`src/rtl/mp_limb_serial_addsub_if.sv`:
```
// rtl/mp_limb_serial_addsub_if.sv - limb stream in/out bundle for mp_limb_serial_addsub
// oG/oP exist only when CLA_GP_OUT_EN is defined.
interface mp_limb_serial_addsub_if #(
  parameter int LIMB_WIDTH = 12
);
  logic                  iValid;
  logic                  oReady;
  logic [LIMB_WIDTH-1:0] iA;
  logic [LIMB_WIDTH-1:0] iB;
  logic                  iSub;
  logic                  iFirst;
  logic                  iLast;
  logic                  oValid;
  logic                  iReady;
  logic [LIMB_WIDTH-1:0] oSum;
  logic                  oLast;
  logic                  oC;
  logic                  oErr;
`ifdef CLA_GP_OUT_EN
  logic                  oG;
  logic                  oP;
`endif

  modport slave (
    input  iValid, iA, iB, iSub, iFirst, iLast, iReady,
    output oReady, oValid, oSum, oLast, oC, oErr
`ifdef CLA_GP_OUT_EN
    , output oG, oP
`endif
  );

  modport master (
    output iValid, iA, iB, iSub, iFirst, iLast, iReady,
    input  oReady, oValid, oSum, oLast, oC, oErr
`ifdef CLA_GP_OUT_EN
    , input oG, oP
`endif
  );
endinterface

```
`src/rtl/mp_limb_serial_addsub.sv`:
```
// rtl/mp_limb_serial_addsub.sv - limb-serial multi-precision adder/subtractor
// Optional macro CLA_GP_OUT_EN registers per-limb group generate/propagate onto oG/oP.
module mp_limb_serial_addsub #(
  parameter int LIMB_WIDTH = 12,
  parameter int MAX_LIMBS  = 16
) (
  input  logic                         iClk,
  input  logic                         iRst_n,
  mp_limb_serial_addsub_if.slave       bus
);
  localparam int CW = (MAX_LIMBS > 1) ? $clog2(MAX_LIMBS) : 1;

  typedef enum logic {S_IDLE, S_RUN} state_t;

  state_t                state_q, state_d;
  logic                  carry_q, carry_d;
  logic                  sub_q, sub_d;
  logic [CW-1:0]         count_q, count_d;
  logic                  out_valid_q, out_valid_d;
  logic [LIMB_WIDTH-1:0] out_sum_q, out_sum_d;
  logic                  out_last_q, out_last_d;
  logic                  out_c_q, out_c_d;
  logic                  out_err_q, out_err_d;
  logic                  out_g_q, out_g_d;
  logic                  out_p_q, out_p_d;

  logic                  ready;
  logic                  accept;
  logic                  sub_eff;
  logic [LIMB_WIDTH-1:0] bop;
  logic                  cin;
  logic [LIMB_WIDTH:0]   gp_sum;
  logic                  grp_g;
  logic                  grp_p;
  logic                  cout;
  logic [LIMB_WIDTH-1:0] sum;
  logic                  at_limit;
  logic                  emit;
  logic                  emit_last;

  // Limb datapath: carry-out comes from group G/P plus the incoming carry.
  always_comb begin
    ready    = !out_valid_q || bus.iReady;
    accept   = bus.iValid && ready;
    sub_eff  = bus.iFirst ? bus.iSub : sub_q;
    bop      = sub_eff ? ~bus.iB : bus.iB;
    cin      = bus.iFirst ? bus.iSub : carry_q;
    gp_sum   = {1'b0, bus.iA} + {1'b0, bop};
    grp_g    = gp_sum[LIMB_WIDTH];
    grp_p    = &(bus.iA ^ bop);
    cout     = grp_g | (grp_p & cin);
    sum      = gp_sum[LIMB_WIDTH-1:0] + {{(LIMB_WIDTH-1){1'b0}}, cin};
    at_limit = (count_q == CW'(MAX_LIMBS - 1));
  end

  always_comb begin
    state_d     = state_q;
    carry_d     = carry_q;
    sub_d       = sub_q;
    count_d     = count_q;
    out_valid_d = out_valid_q && !bus.iReady;
    out_sum_d   = out_sum_q;
    out_last_d  = out_last_q;
    out_c_d     = out_c_q;
    out_err_d   = 1'b0;
    out_g_d     = out_g_q;
    out_p_d     = out_p_q;
    emit        = 1'b0;
    emit_last   = 1'b0;

    if (accept) begin
      if (bus.iFirst) begin
        // A first beat mid-operation abandons the old one and restarts here.
        out_err_d = (state_q == S_RUN);
        emit      = 1'b1;
        sub_d     = bus.iSub;
        carry_d   = cout;
        if (bus.iLast) begin
          emit_last = 1'b1;
          state_d   = S_IDLE;
          count_d   = '0;
        end else begin
          state_d   = S_RUN;
          count_d   = CW'(1);
        end
      end else begin
        case (state_q)
          S_IDLE: begin
            out_err_d = 1'b1;
          end
          S_RUN: begin
            emit    = 1'b1;
            carry_d = cout;
            count_d = count_q + CW'(1);
            if (bus.iLast) begin
              emit_last = 1'b1;
              state_d   = S_IDLE;
              count_d   = '0;
            end else if (at_limit) begin
              emit_last = 1'b1;
              out_err_d = 1'b1;
              state_d   = S_IDLE;
              count_d   = '0;
            end
          end
          default: state_d = S_IDLE;
        endcase
      end
    end

    if (emit) begin
      out_valid_d = 1'b1;
      out_sum_d   = sum;
      out_last_d  = emit_last;
      out_c_d     = cout;
      out_g_d     = grp_g;
      out_p_d     = grp_p;
    end
  end

  always_ff @(posedge iClk or negedge iRst_n) begin
    if (!iRst_n) begin
      state_q     <= S_IDLE;
      carry_q     <= 1'b0;
      sub_q       <= 1'b0;
      count_q     <= '0;
      out_valid_q <= 1'b0;
      out_sum_q   <= '0;
      out_last_q  <= 1'b0;
      out_c_q     <= 1'b0;
      out_err_q   <= 1'b0;
      out_g_q     <= 1'b0;
      out_p_q     <= 1'b0;
    end else begin
      state_q     <= state_d;
      carry_q     <= carry_d;
      sub_q       <= sub_d;
      count_q     <= count_d;
      out_valid_q <= out_valid_d;
      out_sum_q   <= out_sum_d;
      out_last_q  <= out_last_d;
      out_c_q     <= out_c_d;
      out_err_q   <= out_err_d;
      out_g_q     <= out_g_d;
      out_p_q     <= out_p_d;
    end
  end

  assign bus.oReady = ready;
  assign bus.oValid = out_valid_q;
  assign bus.oSum   = out_sum_q;
  assign bus.oLast  = out_last_q;
  assign bus.oC     = out_c_q;
  assign bus.oErr   = out_err_q;
`ifdef CLA_GP_OUT_EN
  assign bus.oG     = out_g_q;
  assign bus.oP     = out_p_q;
`else
  logic unused_gp;
  assign unused_gp = out_g_q ^ out_p_q;
`endif
endmodule

```
`src/flat_wrapper.sv`:
```
// flat-port wrapper written by rule: the top's interface ports become plain ports
module mp_limb_serial_addsub_flat 
#(
  parameter int LIMB_WIDTH = 12,
  parameter int MAX_LIMBS  = 16
)
  (iClk, iRst_n, bus_iValid, bus_iA, bus_iB, bus_iSub, bus_iFirst, bus_iLast, bus_iReady, bus_oReady, bus_oValid, bus_oSum, bus_oLast, bus_oC, bus_oErr);
  mp_limb_serial_addsub_if #(.LIMB_WIDTH(LIMB_WIDTH)) bus_i ();
  input  logic iClk;
  input  logic iRst_n;
  input wire logic [$bits(bus_i.iValid)-1:0] bus_iValid;
  input wire logic [$bits(bus_i.iA)-1:0] bus_iA;
  input wire logic [$bits(bus_i.iB)-1:0] bus_iB;
  input wire logic [$bits(bus_i.iSub)-1:0] bus_iSub;
  input wire logic [$bits(bus_i.iFirst)-1:0] bus_iFirst;
  input wire logic [$bits(bus_i.iLast)-1:0] bus_iLast;
  input wire logic [$bits(bus_i.iReady)-1:0] bus_iReady;
  output wire logic [$bits(bus_i.oReady)-1:0] bus_oReady;
  output wire logic [$bits(bus_i.oValid)-1:0] bus_oValid;
  output wire logic [$bits(bus_i.oSum)-1:0] bus_oSum;
  output wire logic [$bits(bus_i.oLast)-1:0] bus_oLast;
  output wire logic [$bits(bus_i.oC)-1:0] bus_oC;
  output wire logic [$bits(bus_i.oErr)-1:0] bus_oErr;
  assign bus_i.iValid = bus_iValid;
  assign bus_i.iA = bus_iA;
  assign bus_i.iB = bus_iB;
  assign bus_i.iSub = bus_iSub;
  assign bus_i.iFirst = bus_iFirst;
  assign bus_i.iLast = bus_iLast;
  assign bus_i.iReady = bus_iReady;
  assign bus_oReady = bus_i.oReady;
  assign bus_oValid = bus_i.oValid;
  assign bus_oSum = bus_i.oSum;
  assign bus_oLast = bus_i.oLast;
  assign bus_oC = bus_i.oC;
  assign bus_oErr = bus_i.oErr;
  mp_limb_serial_addsub #(.LIMB_WIDTH(LIMB_WIDTH), .MAX_LIMBS(MAX_LIMBS)) u_core (.iClk(iClk), .iRst_n(iRst_n), .bus(bus_i));
endmodule
```
`config.mk`:
```
export PLATFORM = sky130hd
export DESIGN_NAME = mp_limb_serial_addsub_flat
export DESIGN_NICKNAME = d
export VERILOG_FILES = /design/src/rtl/mp_limb_serial_addsub_if.sv /design/src/rtl/mp_limb_serial_addsub.sv /design/src/flat_wrapper.sv
export SDC_FILE = /design/constraint.sdc
export NUM_CORES = 1
export LEC_CHECK = 0
export BUFFER_PORTS_ARGS = -buffer_cell sky130_fd_sc_hd__buf_2
export CAP_MARGIN = 20
export CORE_UTILIZATION = 50
export DETAILED_ROUTE_END_ITERATION = 10
export PLACE_DENSITY = 0.71
export SLEW_MARGIN = 15
export SYNTH_ARGS = -nofsm -noshare
export SYNTH_HDL_FRONTEND = slang
export SYNTH_SLANG_ARGS = --single-unit
```
`constraint.sdc`:
```
create_clock -name iClk -period 5 [get_ports iClk]
set_input_delay 0.5 -clock iClk [delete_from_list [all_inputs] [get_ports iClk]]
set_output_delay 0.5 -clock iClk [all_outputs]
set_load 0.02 [all_outputs]
```
==> results of run 1 <==
[cells in the final DEF (no fill, tap or decap), types with 3 or more instances in the layout]
master     n
a211oi_1   4
a21o_1     3
a21oi_1   10
buf_2     47
clkbuf_8   3
dfrtp_1   22
ha_1      15
inv_1      6
mux2i_1    3
nand2_1   37
nand3_1    8
nand4_1    4
nor2_1     9
nor2_2     3
o211ai_1   4
o21ai_0   16
o31ai_1    4
xnor2_1   21
xor2_1     6
[cell type report]
| type | count | area (µm²) | area share (%) |
|---|---|---|---|
| Tap cell | 48 | 60.1 | 2.68 |
| Inverter | 6 | 22.5 | 1.00 |
| Multi-Input combinational cell | 188 | 1330 | 59.1 |
| Clock buffer | 3 | 41.3 | 1.84 |
| Sequential cell | 22 | 551 | 24.5 |
| Timing Repair Buffer | 48 | 243 | 10.8 |
[through the flow]
step / hold WS [ns] / power (µW)
4_1_cts: 0.215 / 976
6_report: 0.197 / 968
3_5_place_dp: 0.456 / 868
2_1_floorplan: 0.204 / 738
3_3_place_gp: 0.446 / 859
5_1_grt: 0.239 / 1060
[registers in the layout, indices dropped and copies added, names as in the netlist]
signal and flops:
u_core.sub_q 1, u_core.count_q 4, u_core.bus.oSum 12, u_core.bus.oValid 1, u_core.bus.oErr 1, u_core.state_q 1
u_core.carry_q 1, u_core.bus.oLast 1
[how the worst max path moves through the flow]
stage	startpoint	end	slack, ns	cells past startpoint
floorplan	bus_iFirst	u_core.bus.oSum[10]$_DFFE_PN0P_	0.85	14
global placement	bus_iFirst	u_core.bus.oSum[10]$_DFFE_PN0P_	1.24	13
detailed placement	bus_iFirst	u_core.bus.oSum[11]$_DFFE_PN0P_	1.15	13
CTS	bus_iFirst	u_core.bus.oSum[11]$_DFFE_PN0P_	1.42	13
global route	bus_iFirst	u_core.bus.oSum[11]$_DFFE_PN0P_	1.06	12
finish	bus_iFirst	u_core.bus.oSum[11]$_DFFE_PN0P_	1.40	13
[per-layer routing]
metal / up-vias / GRT usage [%] / routed length (µm)
met5: - / 0 / 0
met4: 0 / 6.52 / 27
met3: 2 / 1.22 / 114
met2: 35 / 34.5 / 1840
met1: 790 / 25.9 / 1900
li1: 898 / - / -
[where the power goes]
| group | internal, µW | switching, µW | total [µW] | leakage (µW) |
|---|---|---|---|---|
| registers | 242 | 38.6 | 281 | 0.000275 |
| clock network | 53.7 | 53.9 | 108 | 0.0000216 |
| logic | 231 | 350 | 580 | 0.000749 |
| total | 526 | 442 | 968 | 0.00104 |
[cell families after synthesis]
group | synth area share (%)
and+or+nand+nor | 19.8
muxes | 2.63
AOI/OAI and AO/OA | 21.6
xor gates and xnor gates | 11.8
adders and majority gates | 10.4
DFF | 27.5
buffers and inverters | 6.19
[critical path, stage by stage]
cell       delay (ns)
buf_2            0.18
mux2i_1          0.49
xnor2_1          0.19
ha_1             0.24
inv_1            0.07
fa_1             0.39
nand2b_1         0.21
a21oi_1          0.24
nor4_1           0.09
a2111oi_0        0.63
nand4_1          0.21
xnor2_1          0.20
o21ai_0          0.08
==> summary.md, run 1 <==
| Metric | Value |
|---|---|
| Clock sinks | 22 |
| Post-CTS resize count | 0 |
| Distinct cells, synth | 53 |
| Required time of the critical path | 5.13 ns |
| PortBufs | 47 |
| FF+latch count, synth | 22 |
| Chip height | 65.3 µm |
| Most frequent cell after synthesis | nand2_1 |
| DRC errors left | 0 |
| Area Overhead vs Synth | 12.1% |
| CTS Buffer Depth | 2 |
| Max cap viols | 0 |
| Sequential element share of the synthesized area | 27.5% |
| Mapped Nets | between 200 and 300 |
| Slew @ Worst Pin | just over 0.7 ns |
| Htree depth | 1 |
| Vias per cell | 5.48 |
| Largest net degree at the start of global routing | 28 |
| Synth top area cells | dfrtp_1 (28%), ha_1 (9.4%), xnor2_1 (9.2%) |
| Post-route cell area | around 2200 µm² |
| # setup viols final | 0 |
| Worst R2R Path Depth | 12 |
| Critical setup path kind | primary input to flop |
| Cell Pwr Density | 432 nW/µm² |
| Period utilization | 72.0% |
| Fin Setup TNS | 0 ns |
| Ant diodes | 0 |
| DIE AREA | 4260 µm² |
| Setup Fix Bufs, Post-CTS | 0 |
| Largest area contributor in the netlist | dfrtp_1 |
| Unrepaired setup endpoints after global routing | false |
| Detailed placer's ending HPWL | 3140 µm |
| Final worst path period need | 3.60 ns |
| VDD IR max | between 0.00015 and 0.0002 V |
| Post-CTS Hold Buffers | 0 |
| Cell count after synthesis | 228 |
| Fin. Hold Viols | 0 |
| Final Net Count | between 300 and 400 |
| # rows | 22 |
| DR vias | 1725 |
| CP Capture Type | flop |
| Slew Viols, Final | 0 |
| CTS root buf | clkbuf_8 |
| GRT overflow | 0 |
| Initial Util | about 53% |
| Nature of the critical path startpoint | primary input |
| R2R Path Start | u_core.sub_q$_DFFE_PN0P_ |
| Final core occ | 59.9% |
| Clock Skew | 0.00142 ns |
| DR WL/cell | 12.3 µm |
| Filler cells | 373 |
| Placer Congestion | approximately 0.86 |
| Number of synthesized flops with an enable pin | 0 |
| Synthesized area | approximately 2000 µm² |
| Number of antenna violations at the first check in global routing | 0 |
| Outcome | complete, no violations |
| Io pins | 48 |
| Worst min path class | primary input to asynchronous set/reset pin |
| Syn Area/Cell | 8.77 µm² |
| Post-route insts no fill | approximately 320 |
| DRT antenna net count | 0 |
| Synth Flop Type | dfrtp_1 |
| CTS buffer count | 3 |
| Core ar. | 3740 µm² |
| Layout cells sized above 1 | 24.7% |
| Worst r2r dst | u_core.bus.oSum[11]$_DFFE_PN0P_ |
| Iter 0 DRT Violations | 92 |
| Clk_lat worst skew | 0.25 ns |
| Clock-pin transition on the worst setup and hold timing paths | approximately 0.080 ns |
| TritonCTS clock tree | built |
| Global-route wire length before repair | 6660 µm |
| Slew HR | 50.8% |
| Leakage | 0.00104 µW |
| Die width | about 65 µm |
| Drt pass-1 iters | 4 |
| Dpl cell area | 2200 µm² |
| Post-route setup slack | between 1 and 1.5 ns |
| Post-synth ARST share | 100% |
| R2r setup slk | 1.54 ns |
| Most common library cells after synthesis | nand2_1 (37), dfrtp_1 (22), xnor2_1 (21), o21ai_0 (16), ha_1 (15) |
| Vias in the first global route | 1532 |
| Synth top area share | 27.5% |
| Yosys Warn Count | 0 |
| Gr usage total | 19.8% |
| Arrival time worst endpoint | about 3.7 ns |
| Achievable Freq | roughly 280 MHz |
| Placed insts | 312 |
| Total Routed Length | 3880 µm |
| Crit path max fanout | 9 |
| Pre-CTS setup slack | about 1.2 ns |
(Power assumes the default switching activity.)
==> run 2, diff against run 1 <==
ABC_AREA = 1   (was default)
CORE_UTILIZATION = 49   (was 50)
PLACE_DENSITY = 0.73   (was 0.71)
clock period = 2.9 ns   (was 5 ns; I/O delays follow)
==> summary.md, run 2 <==
| Metric | Value |
|---|---|
| Io pins | 48 |
| Synth Area in Compound Gates | 8.47% |
| Hold slack | about 0.3 ns |
| Clock-pin transition on the worst setup and hold timing paths | 0.08 ns |
| VDD IR max | 0.000377 V |
| Clock sinks | 22 |
| Worst min path class | primary input to flop |
| Adder-cell share of the synthesized area | approximately a tenth |
| # setup viols final | 0 |
| Chip height | roughly 66 µm |
| Largest family of logic cells by synthesized area | simple AND/OR/NAND/NOR gates |
| Commonest non-fill, non-tap cell in the layout | nand2_1 |
| DR vias | about 2000 |
| Yosys Warn Count | 0 |
| Initial Util | 52.9% |
| Largest area contributor in the netlist | dfrtp_1 |
| Final core occ | 65.7% |
| Mapped Nets | 339 |
| FF+latch count, synth | 22 |
| CP most frequent cell | nor2_4 |
| Layout cells sized above 1 | 26.6% |
| Mux cell area share after synthesis | 0% |
| DIE AREA | 4360 µm² |
| GR Util met1 | 28.6% |
| Simple-gate portion of the synthesized area | 37.0% |
| Delay-heaviest family, CP | simple AND/OR/NAND/NOR gates |
| Achievable Freq | 369 MHz |
| Most frequent cells in the layout | nand2_1 (94), buf_2 (47), inv_1 (40) |
| R2R Path Start | u_core.sub_q$_DFFE_PN0P_ |
| Synth top area cells | dfrtp_1 (27%), nand2_1 (18%), ha_1 (9.3%) |
| Vias in the first global route | 1816 |
| CTS root buf | clkbuf_8 |
| TritonCTS clock tree | built |
| Core ar. | 3800 µm² |
| Worst Min Path Start | bus_iReady |
| Number of antenna violations at the first check in global routing | 0 |
| Nature of the critical path startpoint | flop |
| Slowest stage delay, CP | approximately 0.47 ns |
| Filler cells | 362 |
| Worst r2r dst | u_core.bus.oSum[9]$_DFFE_PN0P_ |
| Cell Pwr Density | 657 nW/µm² |
| Critical setup path kind | flop to flop |
| Area Overhead vs Synth | 24.3% |
| CTS buffer count | 3 |
| Largest register FFs | 12 |
| CTS Buffer Depth | 2 |
| Number of synthesized flops with an enable pin | 0 |
| Post-route setup slack | 0.191 ns |
| CP max-delay cell | fa_1 |
| Largest net degree at the start of global routing | 23 |
| Required time of the critical path | around 3 ns |
| Most frequent cell after synthesis | nand2_1 |
| Leakage | 0.00137 µW |
| Clk_lat worst skew | 0.26 ns |
| Worst path cell trace | inv_2 > o21ai_4 > xor2_1 > ha_2 > inv_1 > fa_1 > inv_2 > buf_4 > nand2_1 > nor2_4 > nand3_2 > nor2_4 > nand3_4 > nor2_4 > nand4_1 > nand3_1 > nand2_1 |
| PortBufs | 47 |
| Vias per cell | between 5 and 6 |
| Dpl cell area | 2310 µm² |
| CP Capture Type | flop |
| DR WL/cell | around 11 µm |
| Max cap viols | 0 |
| Iter 0 DRT Violations | 103 |
| Slew HR | 67.1% |
| Period utilization | 93.4% |
| Sequential element share of the synthesized area | ~27% |
| Global-route wire length before repair | 7590 µm |
| DRC errors left | 0 |
| DRT antenna net count | 0 |
| Cell count after synthesis | roughly 290 |
| Synth Area in XOR/XNOR | 7.35% |
| Detailed placer's ending HPWL | 3520 µm |
| Ant diodes | 0 |
| Synth Flop Type | dfrtp_1 |
| Post-synth ARST share | 100% |
| Htree depth | 1 |
| Most common library cells after synthesis | nand2_1 (95), inv_1 (42), dfrtp_1 (22), nand3_1 (18) |
| Final worst path period need | 2.71 ns |
| GRT overflow | 0 |
| Outcome | complete, no violations |
| Gr usage total | 22.2% |
| Total Routed Length | 4440 µm |
| Worst Hold Endpoint | u_core.bus.oValid$_DFF_PN0_ |
| Synth top area share | between 20% and 30% |
| Crit path max fanout | 4 |
| Drt pass-1 iters | 4 |
| Worst R2R Path Depth | 17 |
| Slew Viols, Final | 0 |
| Pre-CTS setup slack | 0.0243 ns |
| Final Net Count | 397 |
| Die width | 66.0 µm |
| Synthesized area | 2010 µm² |
| Clock Skew | 0.00301 ns |
| # rows | 22 |
| R2r setup slk | 0.19 ns |
| Tot Pwr | 1640 µW |
| Crit path buf inv count | 4 |
| Syn Area/Cell | 6.88 µm² |
| Placer Congestion | approximately 0.9 |
| Slew @ Worst Pin | 0.493 ns |
| Distinct cells, synth | 31 |
| Register Area | 551 µm² |
| Hold path cells | 4 |
| Multi-input logic area | 1330 µm² |
| Most crowded layer after global routing | met2 |
| Arrival time worst endpoint | 2.86 ns |
| M2 GR Usage | between 30% and 40% |
| Post-route cell area | 2500 µm² |
| Met3 Use GR | 3.62% |
| Fin. Hold Viols | 0 |
[run 2: metrics by stage]
step | instances | setup TNS (ns)
final | 397 | 0
after global routing | 397 | -0.0616
after CTS | 392 | 0
after detailed placement | 387 | 0
after global placement | 387 | 0
after floorplan | 292 | 0
[run 2: worst max-delay path by stage]
| stage | to | slack, ns | depth (start not counted) | from |
|---|---|---|---|---|
| floorplan | u_core.bus.oSum[10]$_DFFE_PN0P_ | 0.02 | 18 | u_core.sub_q$_DFFE_PN0P_ |
| global placement | u_core.bus.oSum[10]$_DFFE_PN0P_ | 0.06 | 17 | bus_iFirst |
| detailed placement | u_core.bus.oSum[10]$_DFFE_PN0P_ | 0.02 | 17 | bus_iFirst |
| CTS | u_core.bus.oSum[10]$_DFFE_PN0P_ | 0.09 | 17 | u_core.sub_q$_DFFE_PN0P_ |
| global route | u_core.bus.oSum[11]$_DFFE_PN0P_ | -0.02 | 18 | u_core.sub_q$_DFFE_PN0P_ |
| finish | u_core.bus.oSum[9]$_DFFE_PN0P_ | 0.19 | 17 | u_core.sub_q$_DFFE_PN0P_ |
[run 2: report_power, final]
group	leakage, µW	internal, µW	switching, µW
Clock	0.0000357	184	96.0
Sequential	0.000274	401	55.4
Combinational	0.00106	325	580
Total	0.00137	910	731
[run 2: layout make-up]
class | instances | area share [%]
clock buffer | 3 | 1.65
clock inverter | 1 | 1.20
inverter | 44 | 6.61
multi-input combinational | 222 | 53.4
sequential | 22 | 22.0
tap | 48 | 2.40
timing repair buffer | 57 | 12.7
[run 2: worst register-to-register path: stages, from the launching register on]
cell and delay (ns):
dfrtp_1 0.35, inv_2 0.06, o21ai_4 0.18, xor2_1 0.17, ha_2 0.20, inv_1 0.06, fa_1 0.47, inv_2 0.10
buf_4 0.11, nand2_1 0.07, nor2_4 0.10, nand3_2 0.10, nor2_4 0.16, nand3_4 0.10, nor2_4 0.14, nand4_1 0.10
nand3_1 0.08, nand2_1 0.06
[run 2: cell families after synthesis]
family,after synthesis
buffers and inverters,48
flip-flops,22
AO/OA/AOI/OAI,31
AND/OR/NAND/NOR,159
adder cells (fa/ha/maj),16
XOR/XNOR,16
[run 2: per-layer routing]
layer	wire length (µm)	vias to the layer above	share of wire, %
met5	0	-	0
met4	54	0	1.2
met3	245	6	5.5
met2	2040	67	46
met1	2100	886	47
li1	-	1044	-
[run 2: what timing repair did]
item / 4_1_cts / 5_1_grt
setup endpoints to repair: 0 / 6
buffers inserted: 0 / 5
hold buffers: 1 / 0
endpoints found under the hold margin: 22 / 0
gates resized for setup: 0 / 15
